--- src/rtl/ws2812_pkg.sv ---
// Shared types, default 12 MHz timing and helpers for the WS2812B chain transmitter.
// Counter widths are derived from the timing parameters via width_for().
package ws2812_pkg;

  typedef enum logic [1:0] {
    ST_IDLE,
    ST_FETCH,
    ST_SEND,
    ST_LATCH
  } state_e;

  typedef enum logic {
    ORDER_GRB,
    ORDER_RGB
  } color_order_e;

  localparam int DEF_NUM_PIXELS = 8;
  localparam int DEF_T0H        = 5;
  localparam int DEF_T1H        = 10;
  localparam int DEF_TBIT       = 15;
  localparam int DEF_TRES       = 3600;
  localparam int DEF_STALL_MAX  = 48;

  localparam color_order_e COLOR_ORDER = ORDER_GRB;

  // Bits needed for a counter that runs 0..n-1.
  function automatic int width_for(input int n);
    return (n > 1) ? $clog2(n) : 1;
  endfunction

  // Packs a pixel into wire order, most significant bit sent first.
  function automatic logic [23:0] pack_pixel(input logic [7:0] r, input logic [7:0] g,
                                             input logic [7:0] b);
    return (COLOR_ORDER == ORDER_GRB) ? {g, r, b} : {r, g, b};
  endfunction

endpackage

--- src/rtl/ws2812_bit_timer.sv ---
// Times one WS2812B bit: line high for T0H/T1H cycles, low for the rest of TBIT.
// bit_done marks the last cycle of a bit; a start on that cycle chains the next bit gap-free.
module ws2812_bit_timer
  import ws2812_pkg::*;
#(
  parameter int T0H  = DEF_T0H,
  parameter int T1H  = DEF_T1H,
  parameter int TBIT = DEF_TBIT
) (
  input  logic clk,
  input  logic rst,
  input  logic start,
  input  logic bit_val,
  output logic sig_out,
  output logic bit_done
);

  localparam int CW = width_for(TBIT);

  logic [CW-1:0] cnt_q, cnt_d;
  logic          val_q, val_d;
  logic          active_q, active_d;
  logic          sig_q, sig_d;

  assign bit_done = active_q && (cnt_q == CW'(TBIT - 1));
  assign sig_out  = sig_q;

  always_comb begin
    cnt_d    = cnt_q;
    val_d    = val_q;
    active_d = active_q;
    sig_d    = sig_q;
    if (start) begin
      cnt_d    = '0;
      val_d    = bit_val;
      active_d = 1'b1;
      sig_d    = 1'b1;
    end else if (active_q) begin
      if (bit_done) begin
        cnt_d    = '0;
        active_d = 1'b0;
        sig_d    = 1'b0;
      end else begin
        cnt_d = cnt_q + CW'(1);
        sig_d = (int'(cnt_d) < (val_q ? T1H : T0H));
      end
    end
  end

  always_ff @(posedge clk) begin
    if (rst) begin
      cnt_q    <= '0;
      val_q    <= 1'b0;
      active_q <= 1'b0;
      sig_q    <= 1'b0;
    end else begin
      cnt_q    <= cnt_d;
      val_q    <= val_d;
      active_q <= active_d;
      sig_q    <= sig_d;
    end
  end

endmodule

--- src/rtl/ws2812_chain_tx.sv ---
// Frame sequencer for a WS2812B chain: pulls pixels through a one-deep holding register,
// shifts them out GRB MSB-first, then holds the line low for the latch gap.
module ws2812_chain_tx
  import ws2812_pkg::*;
#(
  parameter int NUM_PIXELS = DEF_NUM_PIXELS,
  parameter int T0H        = DEF_T0H,
  parameter int T1H        = DEF_T1H,
  parameter int TBIT       = DEF_TBIT,
  parameter int TRES       = DEF_TRES,
  parameter int STALL_MAX  = DEF_STALL_MAX
) (
  input  logic       clk,
  input  logic       rst,
  input  logic       frame_go,
  input  logic [7:0] pix_r,
  input  logic [7:0] pix_g,
  input  logic [7:0] pix_b,
  input  logic       pix_valid,
  output logic       pix_ready,
  output logic [7:0] pix_idx,
  output logic       sig,
  output logic       busy,
  output logic       underrun
);

  localparam int SW = width_for(STALL_MAX);
  localparam int LW = width_for(TRES);

  state_e        state_q;
  logic          busy_q, underrun_q;
  logic [7:0]    pix_idx_q, acc_q, sent_q;
  logic [23:0]   hold_q, shift_q;
  logic          hold_full_q;
  logic [4:0]    bit_cnt_q;
  logic [SW-1:0] stall_q;
  logic [LW-1:0] latch_q;

  logic xfer, load, word_done, last_pix, bit_start, bit_val, bit_done;

  assign pix_ready = busy_q && !hold_full_q && (acc_q < 8'(NUM_PIXELS));
  assign xfer      = pix_valid && pix_ready;
  assign last_pix  = (sent_q == 8'(NUM_PIXELS - 1));
  assign word_done = (state_q == ST_SEND) && bit_done && (bit_cnt_q == 5'd23);
  // Loading from the holding register either starts a pixel or chains the next one.
  assign load      = hold_full_q && ((state_q == ST_FETCH) || (word_done && !last_pix));
  assign bit_start = load || ((state_q == ST_SEND) && bit_done && (bit_cnt_q != 5'd23));
  assign bit_val   = load ? hold_q[23] : shift_q[22];

  assign pix_idx  = pix_idx_q;
  assign busy     = busy_q;
  assign underrun = underrun_q;

  ws2812_bit_timer #(
    .T0H (T0H),
    .T1H (T1H),
    .TBIT(TBIT)
  ) u_bit_timer (
    .clk     (clk),
    .rst     (rst),
    .start   (bit_start),
    .bit_val (bit_val),
    .sig_out (sig),
    .bit_done(bit_done)
  );

  always_ff @(posedge clk) begin
    if (rst) begin
      state_q     <= ST_IDLE;
      busy_q      <= 1'b0;
      underrun_q  <= 1'b0;
      pix_idx_q   <= '0;
      acc_q       <= '0;
      sent_q      <= '0;
      hold_q      <= '0;
      hold_full_q <= 1'b0;
      shift_q     <= '0;
      bit_cnt_q   <= '0;
      stall_q     <= '0;
      latch_q     <= '0;
    end else begin
      if (xfer) begin
        hold_q <= pack_pixel(pix_r, pix_g, pix_b);
        acc_q  <= acc_q + 8'd1;
        if (pix_idx_q != 8'(NUM_PIXELS - 1)) pix_idx_q <= pix_idx_q + 8'd1;
      end
      hold_full_q <= (hold_full_q && !load) || xfer;

      if (load) begin
        shift_q   <= hold_q;
        bit_cnt_q <= '0;
      end else if (bit_start) begin
        shift_q   <= shift_q << 1;
        bit_cnt_q <= bit_cnt_q + 5'd1;
      end

      case (state_q)
        ST_IDLE: begin
          if (frame_go) begin
            busy_q      <= 1'b1;
            underrun_q  <= 1'b0;
            pix_idx_q   <= '0;
            acc_q       <= '0;
            sent_q      <= '0;
            hold_full_q <= 1'b0;
            stall_q     <= '0;
            state_q     <= ST_FETCH;
          end
        end
        ST_FETCH: begin
          if (hold_full_q) begin
            state_q <= ST_SEND;
          end else if (stall_q == SW'(STALL_MAX - 1)) begin
            underrun_q <= 1'b1;
            latch_q    <= '0;
            state_q    <= ST_LATCH;
          end else begin
            stall_q <= stall_q + SW'(1);
          end
        end
        ST_SEND: begin
          if (word_done) begin
            if (last_pix) begin
              latch_q <= '0;
              state_q <= ST_LATCH;
            end else begin
              sent_q <= sent_q + 8'd1;
              if (!hold_full_q) begin
                stall_q <= '0;
                state_q <= ST_FETCH;
              end
            end
          end
        end
        ST_LATCH: begin
          if (latch_q == LW'(TRES - 1)) begin
            busy_q  <= 1'b0;
            state_q <= ST_IDLE;
          end else begin
            latch_q <= latch_q + LW'(1);
          end
        end
        default: state_q <= ST_IDLE;
      endcase
    end
  end

endmodule

--- config.mk ---
export PLATFORM = sky130hd
export DESIGN_NAME = ws2812_chain_tx
export DESIGN_NICKNAME = d
export VERILOG_FILES = /design/src/rtl/ws2812_pkg.sv /design/src/rtl/ws2812_bit_timer.sv /design/src/rtl/ws2812_chain_tx.sv
export SDC_FILE = /design/constraint.sdc
export NUM_CORES = 1
export LEC_CHECK = 0
export ABC_AREA = 1
export CORE_MARGIN = 8
export CORE_UTILIZATION = 59
export CTS_BUF_LIST = sky130_fd_sc_hd__clkbuf_4 sky130_fd_sc_hd__clkbuf_8 sky130_fd_sc_hd__clkbuf_16
export DETAILED_ROUTE_END_ITERATION = 7
export GPL_ROUTABILITY_DRIVEN = 0
export PLACE_DENSITY_LB_ADDON = 0.25
export SKIP_LAST_GASP = 1
export SYNTH_ARGS = -nofsm -noshare
export SYNTH_HDL_FRONTEND = slang
export SYNTH_SLANG_ARGS = --single-unit
--- constraint.sdc ---
create_clock -name clk -period 2.4 [get_ports clk]
set_input_delay 0.48 -clock clk [delete_from_list [all_inputs] [get_ports clk]]
set_output_delay 0.48 -clock clk [all_outputs]
set_load 0.02 [all_outputs]
==> flow_summary.ini, run 1 <==
[placement]
place_hpwl_mm = 8.27
dp.cells = 922
numPortBuffers = 39
dp_slack_ns = 0.198

[synthesis]
yosysTopAreaCellShare_pct = 39.7
synth_cell_types = 37
syn_area_um2 = 5340
synthTopCellsByArea = dfxtp_1 (40%), nand2_1 (17%), nor2_1 (7.0%)
yosys.area.top_type = dfxtp_1
synth_seq_cells = 106
ys_seq_area_share_pct = 39.7
dominantRegCellSynth = dfxtp_1
synth-edff-count = 0
syn_inst = 793
syn-num-nets = 836
ys_async_sr_fraction_pct = 0
avgSynthCellArea_um2 = 6.74
yosys_warnings = 0

[timing]
fin_crit_sh_pct = 87.7
skew_ns = 0.0106
fin_crit_ns = 2.11
finalSetupViolCount = 0
drv_slew = 0
fin_ws_ns = 0.294
hold_viol_final = 0
slew_headroom_pct = 70.3
max_slew.worst_pin.slew_ns = 0.445
fmax_mhz = 475
rsz0062_at_grt = false
setup_tns_ns = 0

[route]
drt-initial-drc-count = 286
met1Wirelength_mm = 5.51
wl_met3_um = 515
ant_nets = 0
top_layer = met4
viasPerCell = 5.29
wl_per_cell_um = 12.3
route.met2.wl_mm = 5.34
routed_wl_mm = 11.5
detail_route.first_pass.iterations = 5
drcViolationCount = 0
vias = 4961

[cts]
cts_buffer_depth = 2
tritoncts = yes
clk_pin_slew_worst_paths_ns = 0.11
cts.hold.buffers_added = 0
cts_root_buf = clkbuf_8
htree_levels = 3
cts_made_buffers = 9
cts_setup_buffers = 0
cts_sinks = 106
clkLatencyLatePin_ns = 0.38

[cells_and_area]
drive_gt1_share_pct = 5.90
layout_common_cells = nand2_1 (247), dfxtp_1 (106), nor2_1 (99)
finalNonFillerCells = 938
diodes = 0
layout.nets = 868
final_common_cell = nand2_1
syn2layout_area_growth_pct = 12.0

[floorplan]
die_y_um = 111
coreArea_um2 = 8760
ios = 40
die_area_um2 = 12400
die_w_um = 111
rows = 34
initial_core_util_pct = 61.0

[job]
max_cap_violations = 0

[power_and_ir_drop]
power_density_nw_per_um2 = 690
p_total_w = 0.00413
cellLeakagePower_nw = 2.44
max-vdd-ir-drop_mv = 0.421

[grt]
grt_pass1_vias = 4693
antenna_found_initial = 0
grt_max_degree = 36
grt_pass1_wl_mm = 20.2
grt_use_total_pct = 18.6
grt.overflow.total = 0

[setup_path]
cp-end-kind = flop
startpoint_type = flop
arrival_ns = 2.41
criticalPathCategory = reg -> reg
crit_required_ns = 2.71
path_max_fanout = 13

[outcome]
status = finished, final reports clean

[worst_hold_path]
hold_class = reg -> reg
path summary, 6_finish.rpt:
path / startpoint / endpoint / slack (ns) / cells past startpoint
max: latch_q[0] / latch_q[5] / 0.29 / 9
min: acc_q[4] / acc_q[4] / 0.43 / 2
min reg2reg: acc_q[4] / acc_q[4] / 0.43 / 2
max reg2reg: latch_q[0] / latch_q[5] / 0.29 / 9
sequential cells by signal, summed over array words and instances, names as in the netlist, 2 cells and up:
| signal | flops |
|---|---|
| hold_q | 24 |
| bit_cnt_q | 5 |
| stall_q | 6 |
| u_bit_timer.cnt_q | 4 |
| state_q | 2 |
| shift_q | 23 |
| acc_q | 8 |
| latch_q | 12 |
| pix_idx | 8 |
| sent_q | 8 |
cell families after synthesis:
kind of cell,synth area share (%)
AOI/OAI and AO/OA,10.9
adders and majority gates,3.51
DFF,39.7
and+or+nand+nor,35.1
xor gates and xnor gates,2.62
buffers and inverters,8.20
cell type report:
class                           count  area [µm²]
Tap cell                          108         135
Timing Repair Buffer               50         472
Sequential cell                   106        2120
Clock buffer                       10         131
Clock inverter                      6        61.3
Fill cell                         778        2780
Multi-Input combinational cell    585        2790
Inverter                           73         274
through the flow:
step	area [µm²]	hold slack (ns)	utilization, %
after floorplan	5340	0.408	-
after global placement	5790	0.414	66.0
after detailed placement	5790	0.417	66.0
after CTS	5980	0.433	68.2
after global routing	5980	0.456	68.3
final	5980	0.431	68.3
critical path, cell delays in order, from the launching register on:
cell and delay [ns]:
dfxtp_1 0.46, ha_1 0.31, nand3_1 0.22, nor2_1 0.16, nand2_1 0.10, nand2_2 0.10, nand2_2 0.18, nand2_2 0.27
nand2_1 0.09, a21oi_1 0.14
metal layers:
layer  up-vias  GRT usage, %
met5         -             0
met3        11          4.65
met1      2259          23.1
met4         0          6.40
met2       104          30.6
li1       2587             -
cell usage after synthesis, types with 3 or more instances:
cell type,number
nor2_1,99
inv_2,3
inv_1,70
nand2_1,247
a21oi_1,71
o21ai_1,6
ha_1,15
o211ai_1,4
dfxtp_1,106
nand4_1,7
nand2_2,7
buf_6,5
xnor2_1,5
clkbuf_1,12
buf_2,8
nand3_1,65
nor2_4,3
o21ai_0,19
nor3_1,7
xor2_1,11
timing repair:
item / CTS / global route
endpoints found under the setup margin: 1 / 10
gates cloned: 0 / 0
resized for setup: 1 / 1
where the power goes:
group / leakage, nW / internal [W] / total (W) / switching, W
Sequential: 0.857 / 0.00186 / 0.00195 / 0.0000841
Clock: 0.0956 / 0.000415 / 0.00109 / 0.000675
Combinational: 1.48 / 0.000359 / 0.00109 / 0.000729
Total: 2.44 / 0.00264 / 0.00413 / 0.00149
No activity file was read; power rests on OpenSTA's default activity.
==> run 2, diff against run 1 <==
--- a/config.mk
+++ b/config.mk
@@ -12,7 +12,7 @@
 export DETAILED_ROUTE_END_ITERATION = 7
 export GPL_ROUTABILITY_DRIVEN = 0
 export PLACE_DENSITY_LB_ADDON = 0.25
-export SKIP_LAST_GASP = 1
+export SLEW_MARGIN = 15
 export SYNTH_ARGS = -nofsm -noshare
 export SYNTH_HDL_FRONTEND = slang
 export SYNTH_SLANG_ARGS = --single-unit
==> results of run 2 <==
The final DEF is identical to that of run 1; final timing and power are the same.
